==> src/rtl/rgb_pwm_array.sv <==
// Avalon-MM RGB PWM array: NUM_LEDS x 3 channels, shared period, shadowed duties applied at period boundaries.
// Optional fade ramp toward shadow duties is built only when RGB_PWM_FADE_EN is defined.
module rgb_pwm_array #(
    parameter int NUM_LEDS   = 4,
    parameter int CNT_W      = 16,
    parameter int PERIOD_RST = 50000,
    parameter int FADE_STEP  = 1
) (
    input  logic                clk,
    input  logic                rst,
    input  logic [6:0]          avs_address,
    input  logic                avs_read,
    input  logic                avs_write,
    input  logic [31:0]         avs_writedata,
    output logic [31:0]         avs_readdata,
    output logic [NUM_LEDS-1:0] red_out,
    output logic [NUM_LEDS-1:0] green_out,
    output logic [NUM_LEDS-1:0] blue_out
);

    localparam int NUM_CH = 3 * NUM_LEDS;

    logic                ctrl_enable;
    logic                ctrl_invert;
    logic                ctrl_fade;
    logic [CNT_W-1:0]    period_shadow;
    logic [CNT_W-1:0]    period_active;
    logic [CNT_W-1:0]    counter;
    logic [CNT_W-1:0]    duty_shadow [NUM_CH];
    logic [CNT_W-1:0]    duty_active [NUM_CH];
    logic [NUM_CH-1:0]   pwm_q;
    logic [CNT_W:0]      counter_inc;
    logic                counter_last;
    logic                wr_ctrl;
    logic                enable_rise;
    logic                boundary;
    logic                load;
    logic                fade_now;
    logic [31:0]         rd_val;
    logic                unused_wdata;

    assign unused_wdata = ^avs_writedata;

    assign wr_ctrl      = avs_write && (avs_address == 7'd0);
    assign enable_rise  = wr_ctrl && avs_writedata[0] && !ctrl_enable;
    assign counter_inc  = {1'b0, counter} + {{CNT_W{1'b0}}, 1'b1};
    // A zero active period makes every cycle a boundary so a new PERIOD can still take effect.
    assign counter_last = counter_inc >= {1'b0, period_active};
    assign boundary     = ctrl_enable && counter_last;
    assign load         = boundary || enable_rise;
    assign fade_now     = enable_rise ? (avs_writedata[2] & ctrl_fade_built()) : ctrl_fade;

    function automatic logic ctrl_fade_built();
`ifdef RGB_PWM_FADE_EN
        return 1'b1;
`else
        return 1'b0;
`endif
    endfunction

`ifdef RGB_PWM_FADE_EN
    localparam logic [CNT_W-1:0] FADE_STEP_W = CNT_W'(FADE_STEP);

    function automatic logic [CNT_W-1:0] fade_toward(input logic [CNT_W-1:0] cur,
                                                     input logic [CNT_W-1:0] tgt);
        if (cur < tgt)
            return ((tgt - cur) > FADE_STEP_W) ? cur + FADE_STEP_W : tgt;
        else
            return ((cur - tgt) > FADE_STEP_W) ? cur - FADE_STEP_W : tgt;
    endfunction

    always_ff @(posedge clk) begin
        if (rst)
            ctrl_fade <= 1'b0;
        else if (wr_ctrl)
            ctrl_fade <= avs_writedata[2];
    end

    always_ff @(posedge clk) begin
        if (rst) begin
            for (int ch = 0; ch < NUM_CH; ch++)
                duty_active[ch] <= '0;
        end else if (load) begin
            for (int ch = 0; ch < NUM_CH; ch++)
                duty_active[ch] <= fade_now ? fade_toward(duty_active[ch], duty_shadow[ch])
                                            : duty_shadow[ch];
        end
    end
`else
    logic unused_fade;
    assign unused_fade = fade_now ^ FADE_STEP[0];
    assign ctrl_fade   = 1'b0;

    always_ff @(posedge clk) begin
        if (rst) begin
            for (int ch = 0; ch < NUM_CH; ch++)
                duty_active[ch] <= '0;
        end else if (load) begin
            for (int ch = 0; ch < NUM_CH; ch++)
                duty_active[ch] <= duty_shadow[ch];
        end
    end
`endif

    // Registers read here hold pre-write values, so a same-cycle read returns the old contents.
    always_ff @(posedge clk) begin
        if (rst) begin
            ctrl_enable   <= 1'b0;
            ctrl_invert   <= 1'b0;
            period_shadow <= CNT_W'(PERIOD_RST);
            period_active <= CNT_W'(PERIOD_RST);
            for (int ch = 0; ch < NUM_CH; ch++)
                duty_shadow[ch] <= '0;
        end else begin
            if (wr_ctrl) begin
                ctrl_enable <= avs_writedata[0];
                ctrl_invert <= avs_writedata[1];
            end
            if (avs_write && (avs_address == 7'd1))
                period_shadow <= avs_writedata[CNT_W-1:0];
            for (int ch = 0; ch < NUM_CH; ch++) begin
                if (avs_write && (avs_address == 7'(ch + 2)))
                    duty_shadow[ch] <= avs_writedata[CNT_W-1:0];
            end
            if (load)
                period_active <= period_shadow;
        end
    end

    always_ff @(posedge clk) begin
        if (rst)
            counter <= '0;
        else if (!ctrl_enable || boundary)
            counter <= '0;
        else
            counter <= counter_inc[CNT_W-1:0];
    end

    always_ff @(posedge clk) begin
        if (rst) begin
            pwm_q <= '0;
        end else begin
            for (int ch = 0; ch < NUM_CH; ch++) begin
                if (ctrl_enable && (period_active != '0))
                    pwm_q[ch] <= (counter < duty_active[ch]) ^ ctrl_invert;
                else
                    pwm_q[ch] <= 1'b0;
            end
        end
    end

    always_comb begin
        rd_val = '0;
        if (avs_address == 7'd0) begin
            rd_val[0] = ctrl_enable;
            rd_val[1] = ctrl_invert;
            rd_val[2] = ctrl_fade;
        end else if (avs_address == 7'd1) begin
            rd_val[CNT_W-1:0] = period_shadow;
        end
        for (int ch = 0; ch < NUM_CH; ch++) begin
            if (avs_address == 7'(ch + 2))
                rd_val[CNT_W-1:0] = duty_shadow[ch];
        end
    end

    always_ff @(posedge clk) begin
        if (rst)
            avs_readdata <= '0;
        else if (avs_read)
            avs_readdata <= rd_val;
    end

    always_comb begin
        for (int i = 0; i < NUM_LEDS; i++) begin
            red_out[i]   = pwm_q[3*i];
            green_out[i] = pwm_q[3*i+1];
            blue_out[i]  = pwm_q[3*i+2];
        end
    end

endmodule
==> config.mk <==
export PLATFORM = sky130hd
export DESIGN_NAME = rgb_pwm_array
export DESIGN_NICKNAME = d
export VERILOG_FILES = /design/src/rtl/rgb_pwm_array.sv
export SDC_FILE = /design/constraint.sdc
export NUM_CORES = 1
export LEC_CHECK = 0
export ABC_AREA = 0
export BUFFER_PORTS_ARGS = -buffer_cell sky130_fd_sc_hd__buf_4
export CORE_MARGIN = 5
export CORE_UTILIZATION = 35
export CTS_CLUSTER_SIZE = 24
export DETAILED_ROUTE_END_ITERATION = 6
export GPL_TIMING_DRIVEN = 1
export PLACE_DENSITY = 0.48
export SYNTH_ARGS = -nofsm -noshare
export SYNTH_HDL_FRONTEND = slang
export SYNTH_SLANG_ARGS = --single-unit
==> constraint.sdc <==
create_clock -name clk -period 5.5 [get_ports clk]
set_input_delay 1.1 -clock clk [delete_from_list [all_inputs] [get_ports clk]]
set_output_delay 1.1 -clock clk [all_outputs]
set_load 0.005 [all_outputs]
# Yosys cells after proc, flatten, opt, wreduce, memory -nomap -nowiden
# Memory sizes are Yosys's and may differ from the RTL's.
# Cells that the tools add are included.
[word_totals]
reg_bits = 78
ramBits = 384
out_inout_bits = 44
word_cells = 178
n_memories = 2
[classes]
add_sub_neg = 1
magnitude_cmp = 13
n_eq_ne = 13
muxes = 80
n_bitwise = 37
n_reduce_logical = 25
[memory_table]
columns = ["memory", "words", "word_bits", "rd", "rd_clocked_by_memory_dff", "wr", "line", "text"]
rows = [
  ["duty_active", 12, 16, 12, 0, 12, "30", "logic [CNT_W-1:0] duty_active [NUM_CH];"],
  ["duty_shadow", 12, 16, 12, 0, 12, "29", "logic [CNT_W-1:0] duty_shadow [NUM_CH];"],
]
[ops]
columns = ["cell", "n"]
rows = [
  ["16-bit two-way mux", 37],
  ["16-bit < comparator", 12],
  ["7-bit by 4-bit == test with 1-bit output (second input constant)", 6],
  ["1-bit two-way mux", 41],
  ["7-bit by 3-bit == test with 1-bit output (second input constant)", 4],
  ["1-bit OR", 24],
  ["1-bit logical AND", 18],
  ["16-bit by 1-bit adder with 17-bit output (second input constant)", 1],
  ["17-bit by 16-bit greater-or-equal comparator with 1-bit output", 1],
  ["16-bit nonzero test", 1],
  ["7-bit by 2-bit == test with 1-bit output (second input constant)", 2],
  ["13-bit two-way mux", 1],
  ["1-bit bitwise XOR", 12],
  ["7-bit by 1-bit == test with 1-bit output (second input constant)", 1],
  ["7-bit logical NOT", 1],
  ["2-bit OR reduction", 2],
  ["3-bit two-way mux", 1],
  ["1-bit logical OR", 2],
  ["1-bit logical NOT", 1],
  ["1-bit inverter", 1],
]

# Longest topological paths before layout
# Gate-level depths: netlist of run 1.
[depth]
ltp_word = 15
mapped_depth = 16
mapped_depth_nobuf = 13

# Worst setup path before layout of run 1
# No wires, ideal clock.
[synth_timing]
path_type = "register -> register"
startpoint = "register counter[1]"
endpoint = "memory duty_active[0][0], enable pin"
arrival_time_ns = 5.144
required_time_ns = 5.028
setup_slack_ns = -0.116
path_stages_with_launch = 14
n_path_buf = 1
synth_period_minus_slack_ns = 5.616
path_cell_list = "dfxtp_1 -> ha_1 -> nand2_1 -> nor2_1 -> nand2_1 -> nor2_1 -> xor2_1 -> ha_1 -> nand4_1 -> nor4_1 -> nor3_1 -> a31oi_4 -> buf_2 -> or2_2"
[synth_rtl]
columns = ["element", "line", "text"]
rows = [
  ["from (decl)", "28", "logic [CNT_W-1:0] counter;"],
  ["from (signal assigned)", "136", "counter <= counter_inc[CNT_W-1:0];"],
  ["to (decl)", "30", ""],
]

==> results by group, run 1 <==
Run status
  • Outcome: complete, no violations

Finish
  • Fillers: between 6000 and 7000
  • Non-filler instance count after layout: roughly 3200
  • Final net count: 2528
  • Area growth from synthesis to layout: 13.6%
  • Proportion of layout cells with a drive suffix above 1: a little under a tenth
  • Util after Layout: between 30% and 40%
  • Final Cell Area: about 27000 um2

Setup path
  • Startpoint Class: register
  • Critical Path AT: 4.03 ns
  • Crit Path Category: reg -> reg
  • Critical Path Fanout Max: just under 60
  • Worst path required time: a little under 6 ns
  • Reg2Reg Depth: 13
  • CP Capture Type: register

Clocking
  • Clock-pin transition on the worst setup and hold timing paths: approximately 0.06 ns
  • Clock sinks: approximately 460
  • Post CTS Setup Buffer Count: 0
  • Quantity of gates resized following cts: 0
  • Cts bufs inserted: 53
  • Clk buf depth: 3
  • Htree depth: 2
  • Hold-fix buffers, CTS: 0
  • Skew-Pair Late Insertion Delay: ~0.61 ns
  • Root Driver: clkbuf_16
  • CTS tree: done

Synth
  • Mean Syn Cell Area: between 10 and 15 um2
  • Register area share after synthesis: roughly 54%
  • Ys async rst share: 0%
  • Yosys warns: 0
  • Synthesized area: about 24000 um2
  • Post-synthesis cell count: between 2000 and 2500
  • Netlist cell types: 62
  • Dominant synthesized flop cell: edfxtp_1
  • Number of synthesized flops with an enable pin: 384
  • Synth Register Bits: 462

Global route
  • Grt ovf: 0
  • Largest net degree at the start of global routing: between 150 and 200
  • Initial antenna violation count: 3
  • First-pass GRT wire length: approximately 120000 um
  • Number of global-route vias before repair: 17000
  • Total GRT Usage: between 20 and 25%

Routing
  • DR WL/cell: 25.3 um
  • Drt initial violations: about 1900
  • First drt pass iteration count: 5
  • Vias: approximately 17000
  • Total routed wirelength: 81400 um
  • Vias per inst: between 5 and 6
  • Post-DRT Antenna Nets: 0
  • DR DRC count: 0

Place
  • Final Wtd Congestion: between 0.9 and 1
  • Worst slack at placement: 1.21 ns
  • Dpl cell area: roughly 26000 um2
  • Detailed placement HPWL: about 57000 um
  • Placed Cells: ~3100
  • Port Buffers: 54

Timing
  • Fin crit share: between 60% and 70%
  • # setup viols final: 0
  • Post-Route Setup TNS: 0 ns
  • Worst Tran Pin Value: approximately 1.3 ns
  • RSZ-0062 raised after global routing: no
  • Min Tclk post-route: around 3.8 ns
  • Final worst setup slack: about 1.7 ns
  • Max_slew headroom: 10.3%
  • Max Clock Skew: about 0.013 ns
  • Final hold vios: 0
  • Pins Over Slew Limit: 0
  • Peak Freq: 0.266 GHz

Floorplan
  • Die Width: 272 um
  • # rows: between 90 and 100
  • IO Count: 87
  • Area of the die: 74000 um2
  • Initial Util: between 30% and 40%
  • Die extent in y: ~270 um
  • Core Area: ~68000 um2

Pwr
  • Worst VDD drop: 219 uV
  • Leakage power: 11.1 nW
  • Pwr Density: 298 nW/um2

Hold path
  • Hold/Removal Path Class: reg -> reg
  • Hold Crit Depth: 2

Job
  • Max Cap Violations: 0
-- sequential cells by signal (all words and copies together), names as in the netlist --
register / flops
avs_readdata: 16
counter: 16
ctrl_enable: 1
ctrl_invert: 1
duty_active: 192
duty_shadow: 192
period_active: 16
period_shadow: 16
pwm_q: 12
-- cell usage after synthesis (all sizes together), types with 6 or more instances --
master    n  area share (%)
nor3     22            0.46
dfxtp    78             6.5
a211oi   22            0.69
o221ai    6            0.22
a22oi    13            0.41
o32ai     6            0.22
o211ai   17            0.53
nand4    12            0.31
o21a     12            0.37
a211o    11            0.40
nor2    256             4.0
buf      39             1.0
nor2b    68             1.8
and2    161             4.2
o21ai    86             1.8
and4     12            0.44
a221o     8            0.33
or4      12            0.37
o22a      6            0.22
a21o     17            0.53
o2111a    9            0.42
edfxtp  384              48
o22ai    24            0.62
nor4     13            0.34
a221oi   13            0.47
nand3b    7            0.22
nand2    91             1.4
a21oi   118             2.5
inv     227             3.5
mux2i    19            0.79
nand3    33            0.69
a31oi    14            0.43
mux2      7            0.33
nand2b   47             1.2
clkbuf   88             1.4
o31ai     7            0.22
xnor2    18            0.66
ha      197              10
-- layout by cell type, fill, tap and decap left out, drive strengths merged, types with 14 or more instances in the layout --
cell	netlist	routed
a211oi	22	22
a21o	17	17
a21oi	118	118
a31oi	14	14
and2	161	161
buf	39	111
clkbuf	88	75
clkinv	0	16
conb	1	16
dfxtp	78	78
edfxtp	384	384
ha	197	197
inv	227	228
mux2i	19	19
nand2	91	91
nand2b	47	47
nand3	33	33
nor2	256	256
nor2b	68	68
nor3	22	22
o211ai	17	17
o21ai	86	86
o22ai	24	24
xnor2	18	18
-- worst paths after layout --
path / from / endpoint / slack, ns
max: counter[1] / duty_active[0][122] / 1.74
min: period_shadow[5] / period_shadow[5] / 0.49
max reg2reg: counter[1] / duty_active[0][122] / 1.74
min reg2reg: period_shadow[5] / period_shadow[5] / 0.49
-- report_power, final --
part	switching (W)	total (W)	internal [W]	leakage [nW]
clock	0.00148	0.00365	0.00217	0.868
sequential	0.0000839	0.00402	0.00393	4.44
combinational	0.000338	0.000470	0.000132	5.77
-- layer usage --
layer	part of all wire, %	track usage [%]
met5	0	0
met4	2.9	5.54
met3	7.9	4.33
met2	45	34.2
met1	44	30.5
-- per-stage QoR --
stage / hold slack, ns / power [W]
final: 0.492 / 0.00813
after global routing: 0.516 / 0.00841
after CTS: 0.492 / 0.00820
after detailed placement: 0.482 / 0.00456
after global placement: 0.462 / 0.00455
after floorplan: 0.449 / 0.00431
-- cell families (layout without fill, tap and decap cells) --
| group | Yosys count | count (layout) | synth area share, % |
|---|---|---|---|
| AOI/OAI and AO/OA | 416 | 416 | 11.3 |
| xor gates and xnor gates | 23 | 23 | 0.838 |
| adders and majority gates | 197 | 197 | 10.3 |
| buffers and inverters | 354 | 438 | 5.96 |
| DFF | 462 | 462 | 54.5 |
| muxes | 26 | 26 | 1.12 |
| other | 1 | 19 | 0.0156 |
| and+or+nand+nor | 755 | 755 | 16.1 |
-- cell type report --
class / count / area, um2 / area share, %
Sequential cell: 462 / 13100 / 48.0
Multi-Input combinational cell: 1433 / 9590 / 35.1
Clock buffer: 75 / 1490 / 5.46
Tap cell: 882 / 1100 / 4.04
Timing Repair Buffer: 111 / 883 / 3.23
Inverter: 227 / 852 / 3.12
Clock inverter: 25 / 283 / 1.04
Antenna cell: 3 / 7.51 / 0.0275
-- critical path, cell delays in order (launching register included) --
cell	delay (ns)
dfxtp_1	0.41
ha_1	0.26
nand2_1	0.09
nor2_1	0.21
nand2_1	0.14
nor2_1	0.17
xor2_1	0.11
ha_1	0.33
nand4_1	0.16
nor4_1	0.32
nor3_1	0.14
a31oi_4	0.20
or2_4	0.48
buf_12	0.36
Power figures use the tool's default switching activity.
==> inputs of run 2 (changes only) <==
Clock period 5.5 ns to 3.35 ns, I/O delays scaled along.
==> run 2 against run 1 <==
Register-to-register slack worse by 1.6 ns. Non-clock buffer count up 81. Highest routed layer unchanged. Combinational power grew 74%. Fmax rose by 18%. Critical endpoint is now duty_active[0][150]. Hold slack got worse by 0.20 ns. Sequential share of layout area down 1.3 points. Largest power group unchanged. Clock-buffer cell count grew 1.
==> results by group, run 2 (synthesized netlist as in run 1, its figures left out) <==
Place
  • Port Buffers: 54
  • Detailed placement HPWL: 59600 um
  • Dpl cell area: between 20000 and 30000 um2
  • Placed Cells: between 3000 and 4000
  • Final Wtd Congestion: roughly 0.95

Finish
  • Proportion of layout cells with a drive suffix above 1: between 10% and 20%
  • Top flop regs: duty_active (192), duty_shadow (192)
  • Fillers: 6529
  • Final Cell Area: approximately 28000 um2
  • Non-filler instance count after layout: about 3300
  • Area growth from synthesis to layout: 17.0%
  • Commonest non-fill, non-tap cell in the layout: edfxtp_1
  • Most frequent cells in the layout: edfxtp_1, nor2_1, inv_1, ha_1, buf_4
  • Final net count: about 2600
  • FF+latch area: 13100 um2
  • Multi-input gate area: ~9700 um2
  • Ant diodes: 0

Setup path
  • Crit path cell chain: ha_4 > nand2_1 > nor2_4 > nand3_1 > xnor2_1 > ha_1 > nand4_1 > a21oi_1 > nor3_2 > a31oi_4 > buf_4 > or2_4 > buf_12 > buf_12
  • Critical R2R Launch: counter[1]
  • Crit Path Category: reg -> reg
  • Startpoint Class: register
  • Reg-to-Reg End: duty_active[0][150]
  • Critical Path Fanout Max: 21
  • Worst path required time: roughly 3.7 ns
  • Critical path's largest stage delay: between 0.3 and 0.4 ns
  • CP max-delay cell: dfxtp_4
  • R2r setup slk: roughly 0.17 ns
  • Critical Path AT: approximately 3.5 ns
  • Reg2Reg Depth: 14
  • CP Capture Type: register
  • CP dominant cell by count: buf_12

Hold path
  • Hold Path Sink: period_shadow[9]
  • Hold/Removal Path Class: in -> reg
  • Hold path startpoint: avs_writedata[9]
  • Hold Crit Depth: 3

Pwr
  • Leakage power: between 10 and 15 nW
  • Worst VDD drop: approximately 330 uV
  • Pwr Density: around 470 nW/um2

Timing
  • Peak Freq: around 0.31 GHz
  • Max Clock Skew: 0.0267 ns
  • # setup viols final: 0
  • Final hold vios: 0
  • Min Tclk post-route: roughly 3.2 ns
  • Max_slew headroom: a little under half
  • Hold Slack: between 0.2 and 0.3 ns
  • Fin crit share: a little over nine tenths
  • Worst Tran Pin Value: approximately 0.8 ns
  • Pins Over Slew Limit: 0

Floorplan
  • Die Width: between 200 and 300 um
  • Initial Util: around a third
  • # rows: 96
  • Core Area: ~68000 um2
  • Area of the die: 74000 um2
  • Die extent in y: 272 um
  • IO Count: 87

Global route
  • Initial antenna violation count: 2
  • Most crowded layer after global routing: met2
  • Number of global-route vias before repair: 17100
  • Total GRT Usage: between 20% and 30%
  • GR Util met3: 2.83%
  • Largest net degree at the start of global routing: between 80 and 90
  • M1 GR Usage: 31.8%
  • GR Util met2: between 30% and 40%
  • Grt ovf: 0
  • First-pass GRT wire length: roughly 120000 um

Clocking
  • Cts bufs inserted: 53
  • Hold-fix buffers, CTS: 0
  • Htree depth: 2
  • Clk buf depth: 3
  • Clock-pin transition on the worst setup and hold timing paths: around 0.060 ns
  • Skew-Pair Late Insertion Delay: 0.61 ns
  • Clock sinks: roughly 460
  • Root Driver: clkbuf_16
  • CTS tree: done

Routing
  • DR DRC count: 0
  • Vias per inst: around 5.4
  • Drt initial violations: 1495
  • First drt pass iteration count: 6
  • Total routed wirelength: about 83000 um
  • Vias: ~18000
  • DR WL/cell: around 25 um
  • Post-DRT Antenna Nets: 0

Run status
  • Outcome: complete, no violations

Job
  • Max Cap Violations: 0
-- run 2: per-layer routing --
layer	vias up	wire, um
li1	8163	-
met1	8774	38400
met2	600	37000
met3	128	4880
met4	0	2950
met5	-	0
-- run 2: layout make-up --
cell class | instances | area share [%]
clock buffers | 76 | 5.20
clock inverters | 24 | 1.09
inverters | 227 | 3.03
multi-input cells | 1433 | 34.4
flip-flops and latches | 462 | 46.6
well taps | 882 | 3.92
repair buffers | 192 | 5.77
-- run 2: worst max-delay path: cells and delay by family, from the launching register on --
family / cells / cell delay (ns)
and+or+nand+nor: 6 / 1.13
buffers and inverters: 3 / 0.52
adders and majority gates: 2 / 0.43
DFF: 1 / 0.37
xor gates and xnor gates: 1 / 0.23
AOI/OAI and AO/OA: 2 / 0.23
-- run 2: per-stage QoR --
| step | utilization (%) | setup WS (ns) | TNS, ns | total power (W) |
|---|---|---|---|---|
| floorplan | - | -0.792 | -152.11 | 0.00707 |
| global placement | 38.4 | -0.0688 | -3.55 | 0.00752 |
| detailed placement | 38.4 | -0.0744 | -3.17 | 0.00753 |
| CTS | 41.1 | 0.0540 | 0 | 0.0135 |
| global route | 41.2 | -0.00179 | -0.00775 | 0.0138 |
| finish | 41.2 | 0.168 | 0 | 0.0133 |
-- run 2: how the worst max path moves through the flow --
stage                           to  cells past startpoint  slack, ns  startpoint
2_1_floorplan    duty_active[0][0]                     12      -0.79  counter[0]
5_1_grt         duty_active[0][43]                     13     -0.002  counter[6]
3_3_place_gp     duty_active[0][9]                     13      -0.07  counter[3]
3_5_place_dp    duty_active[0][64]                     13      -0.07  counter[3]
4_1_cts        duty_active[0][109]                     14       0.05  counter[3]
6_report       duty_active[0][150]                     14       0.17  counter[1]
-- run 2: what timing repair did --
item                                    4_1_cts  5_1_grt
buffers inserted                              2        4
cloned                                        0        0
endpoints found under the setup margin       82      213
pin swaps                                     0        9
hold endpoints to repair                      0        0
gates resized for setup                       0       11
-- run 2: where the power goes --
part           total [W]  internal, W  switching, W
clock network    0.00591      0.00351       0.00241
logic           0.000819     0.000260      0.000559
registers        0.00660      0.00645      0.000150
total             0.0133       0.0102       0.00311
==> inputs of run 3 (changes only) <==
Settings changed: ABC_AREA 0 to 1, ABC_CLOCK_PERIOD_IN_PS from default to 3350.
==> run 3 against run 2 <==
Non-clock buffer count grew 13. Largest power group unchanged. First-iteration DRC count grew 0.47%. Clock power grew 4.2%.
==> results by group, run 3 <==
Timing
  • Fin crit share: between 90% and 100%
  • RSZ-0062 raised after global routing: yes
  • Hold Slack: roughly 0.34 ns
  • Pins Over Slew Limit: 0
  • Post-Route Setup TNS: 0 ns
  • Final hold vios: 0
  • Peak Freq: around 0.3 GHz
  • # setup viols final: 0
  • Worst Tran Pin Value: 0.808 ns
  • Max Clock Skew: 0.0265 ns
  • Min Tclk post-route: around 3.3 ns
  • Max_slew headroom: between 40% and 50%

Finish
  • Fillers: ~6600
  • Most frequent cells in the layout: inv_1, nor2_1, edfxtp_1, nand2_1, ha_1
  • Top flop regs: duty_active (192), duty_shadow (192)
  • Area growth from synthesis to layout: 19.7%
  • Commonest non-fill, non-tap cell in the layout: inv_1
  • Final net count: about 3000
  • Proportion of layout cells with a drive suffix above 1: ~12%
  • Util after Layout: a little over two fifths
  • Non-filler instance count after layout: 3705

Hold path
  • Hold path startpoint: avs_writedata[6]
  • Hold Crit Depth: 3
  • Hold Path Sink: period_shadow[6]
  • Hold/Removal Path Class: in -> reg

Setup path
  • Crit Path Category: reg -> reg
  • Crit path cell chain: and3_4 > nand2_4 > nor4_4 > nand3_2 > nor2_4 > nand3_2 > nor2_4 > xor2_2 > inv_2 > ha_4 > inv_2 > o211ai_1 > o21bai_1 > a21oi_2 > nand4_4 > nand2_8 > nand2_8 > clkbuf_16
  • Reg2Reg Depth: 18
  • Startpoint Class: register
  • Reg-to-Reg End: duty_active[0][160]
  • Critical Path AT: approximately 3.7 ns
  • CP max-delay cell: dfxtp_4
  • Critical path's largest stage delay: 0.35 ns
  • Critical R2R Launch: counter[1]
  • CP Capture Type: register
  • Worst path required time: about 3.7 ns
  • R2r setup slk: between 0.03 and 0.04 ns
  • Critical Path Fanout Max: 16

Routing
  • DR DRC count: 0
  • Total routed wirelength: about 77000 um
  • First drt pass iteration count: 5
  • Vias: approximately 18000
  • Vias per inst: between 4 and 5
  • Post-DRT Antenna Nets: 0
  • DR WL/cell: 20.8 um
  • Drt initial violations: about 1500

Synth
  • Most frequent cells after synthesis: inv_1, nor2_1, edfxtp_1, nand2_1, ha_1
  • Register area share after synthesis: between 50 and 60%
  • Post-synth top area cell: edfxtp_1
  • Mean Syn Cell Area: 9.21 um2
  • Synth area leaders: edfxtp_1, ha_1, inv_1
  • Synthesized area: 23900 um2
  • Netlist cell types: 39
  • Number of synthesized flops with an enable pin: 384
  • Yosys warns: 0
  • Synth Register Bits: around 460
  • Top-count cell post-synth: inv_1
  • Dominant synthesized flop cell: edfxtp_1
  • Ys async rst share: 0%
  • Area share of the largest cell type after synthesis: 48.2%
  • Post-synthesis cell count: 2595

Global route
  • Number of global-route vias before repair: ~18000
  • Largest net degree at the start of global routing: 50
  • Initial antenna violation count: 0
  • Grt ovf: 0
  • Total GRT Usage: between 20% and 30%
  • First-pass GRT wire length: approximately 110000 um

Clocking
  • Cts bufs inserted: 53
  • Root Driver: clkbuf_16
  • CTS tree: done
  • Clock sinks: ~460
  • Skew-Pair Late Insertion Delay: between 0.6 and 0.7 ns
  • Hold-fix buffers, CTS: 0
  • Htree depth: 2
  • Clk buf depth: 3
  • Clock-pin transition on the worst setup and hold timing paths: about 0.060 ns

Floorplan
  • Die extent in y: 271 um
  • Area of the die: around 74000 um2
  • Initial Util: between 30% and 40%
  • IO Count: 87
  • # rows: 95
  • Core Area: 67500 um2
  • Die Width: approximately 270 um

Place
  • Final Wtd Congestion: 0.854
  • Placed Cells: 3580
  • Port Buffers: 54
  • Detailed placement HPWL: between 50000 and 60000 um

Pwr
  • Pwr Density: ~470 nW/um2
  • Worst VDD drop: about 370 uV
  • Leakage power: ~13 nW

Job
  • Max Cap Violations: 0

Run status
  • Outcome: complete, no violations
## run 3: through the flow
step                      area [um2]  total power (W)  setup slack [ns]
after floorplan                24100          0.00701            -0.563
after global placement         26200          0.00734            -0.183
after detailed placement       26200          0.00735            -0.184
after CTS                      28400           0.0135          -0.00447
after global routing           28600           0.0139            -0.132
final                          28600           0.0134            0.0342
## run 3: critical path, delay by kind of cell (launching register included)
| kind | cells | cell delay, ns |
|---|---|---|
| AND/OR/NAND/NOR | 10 | 1.53 |
| AO/OA/AOI/OAI | 3 | 0.40 |
| buffers and inverters | 3 | 0.37 |
| flip-flops | 1 | 0.35 |
| adder cells (fa/ha/maj) | 1 | 0.22 |
| XOR/XNOR | 1 | 0.18 |
## run 3: cell type report
class	instances	area [um2]	area share, %
Sequential cell	462	13100	45.8
Multi-Input combinational cell	1497	8500	29.7
Inverter	568	2130	7.46
Timing Repair Buffer	205	1950	6.82
Clock buffer	54	1340	4.68
Tap cell	873	1090	3.82
Clock inverter	45	495	1.73
Antenna cell	1	2.50	0.00874
## run 3: cell families (layout without fill, tap and decap cells)
| kind of cell | Yosys count | in the layout | synth area share, % |
|---|---|---|---|
| simple gates | 978 | 980 | 17.1 |
| flops | 462 | 462 | 54.8 |
| xor+xnor | 11 | 11 | 0.403 |
| other cells | 1 | 17 | 0.0157 |
| buf+inv | 653 | 872 | 10.9 |
| compound gates | 293 | 293 | 6.55 |
| fa+ha+maj | 197 | 197 | 10.3 |
## run 3: power breakdown
| group | leakage, nW | switching, W | internal (W) |
|---|---|---|---|
| sequential | 4.44 | 0.000105 | 0.00645 |
| combinational | 7.81 | 0.000505 | 0.000207 |
| clock | 0.892 | 0.00248 | 0.00368 |
| total | 13.1 | 0.00309 | 0.0103 |
## run 3: layer usage
metal | GRT usage, % | up-vias | wire (um)
met3 | 3.77 | 136 | 5390
met4 | 7.59 | 0 | 3160
met1 | 28.0 | 8571 | 34000
li1 | - | 8757 | -
met5 | 0 | - | 0
met2 | 32.3 | 547 | 34500
## run 3: worst max path at each step
stage | from | to | slack [ns]
floorplan | counter[2] | duty_active[0][0] | -0.56
global placement | counter[1] | duty_active[0][141] | -0.18
detailed placement | counter[1] | duty_active[0][120] | -0.18
CTS | counter[2] | duty_active[0][58] | -0.004
global route | counter[1] | duty_active[0][112] | -0.13
finish | counter[1] | duty_active[0][160] | 0.03
## run 3: timing repair
item                                    in CTS  in global routing
setup buffers                               12                  4
cloned                                       4                  7
gates resized for setup                     17                 22
endpoints found under the setup margin     351                351
pin swaps                                   12                 10
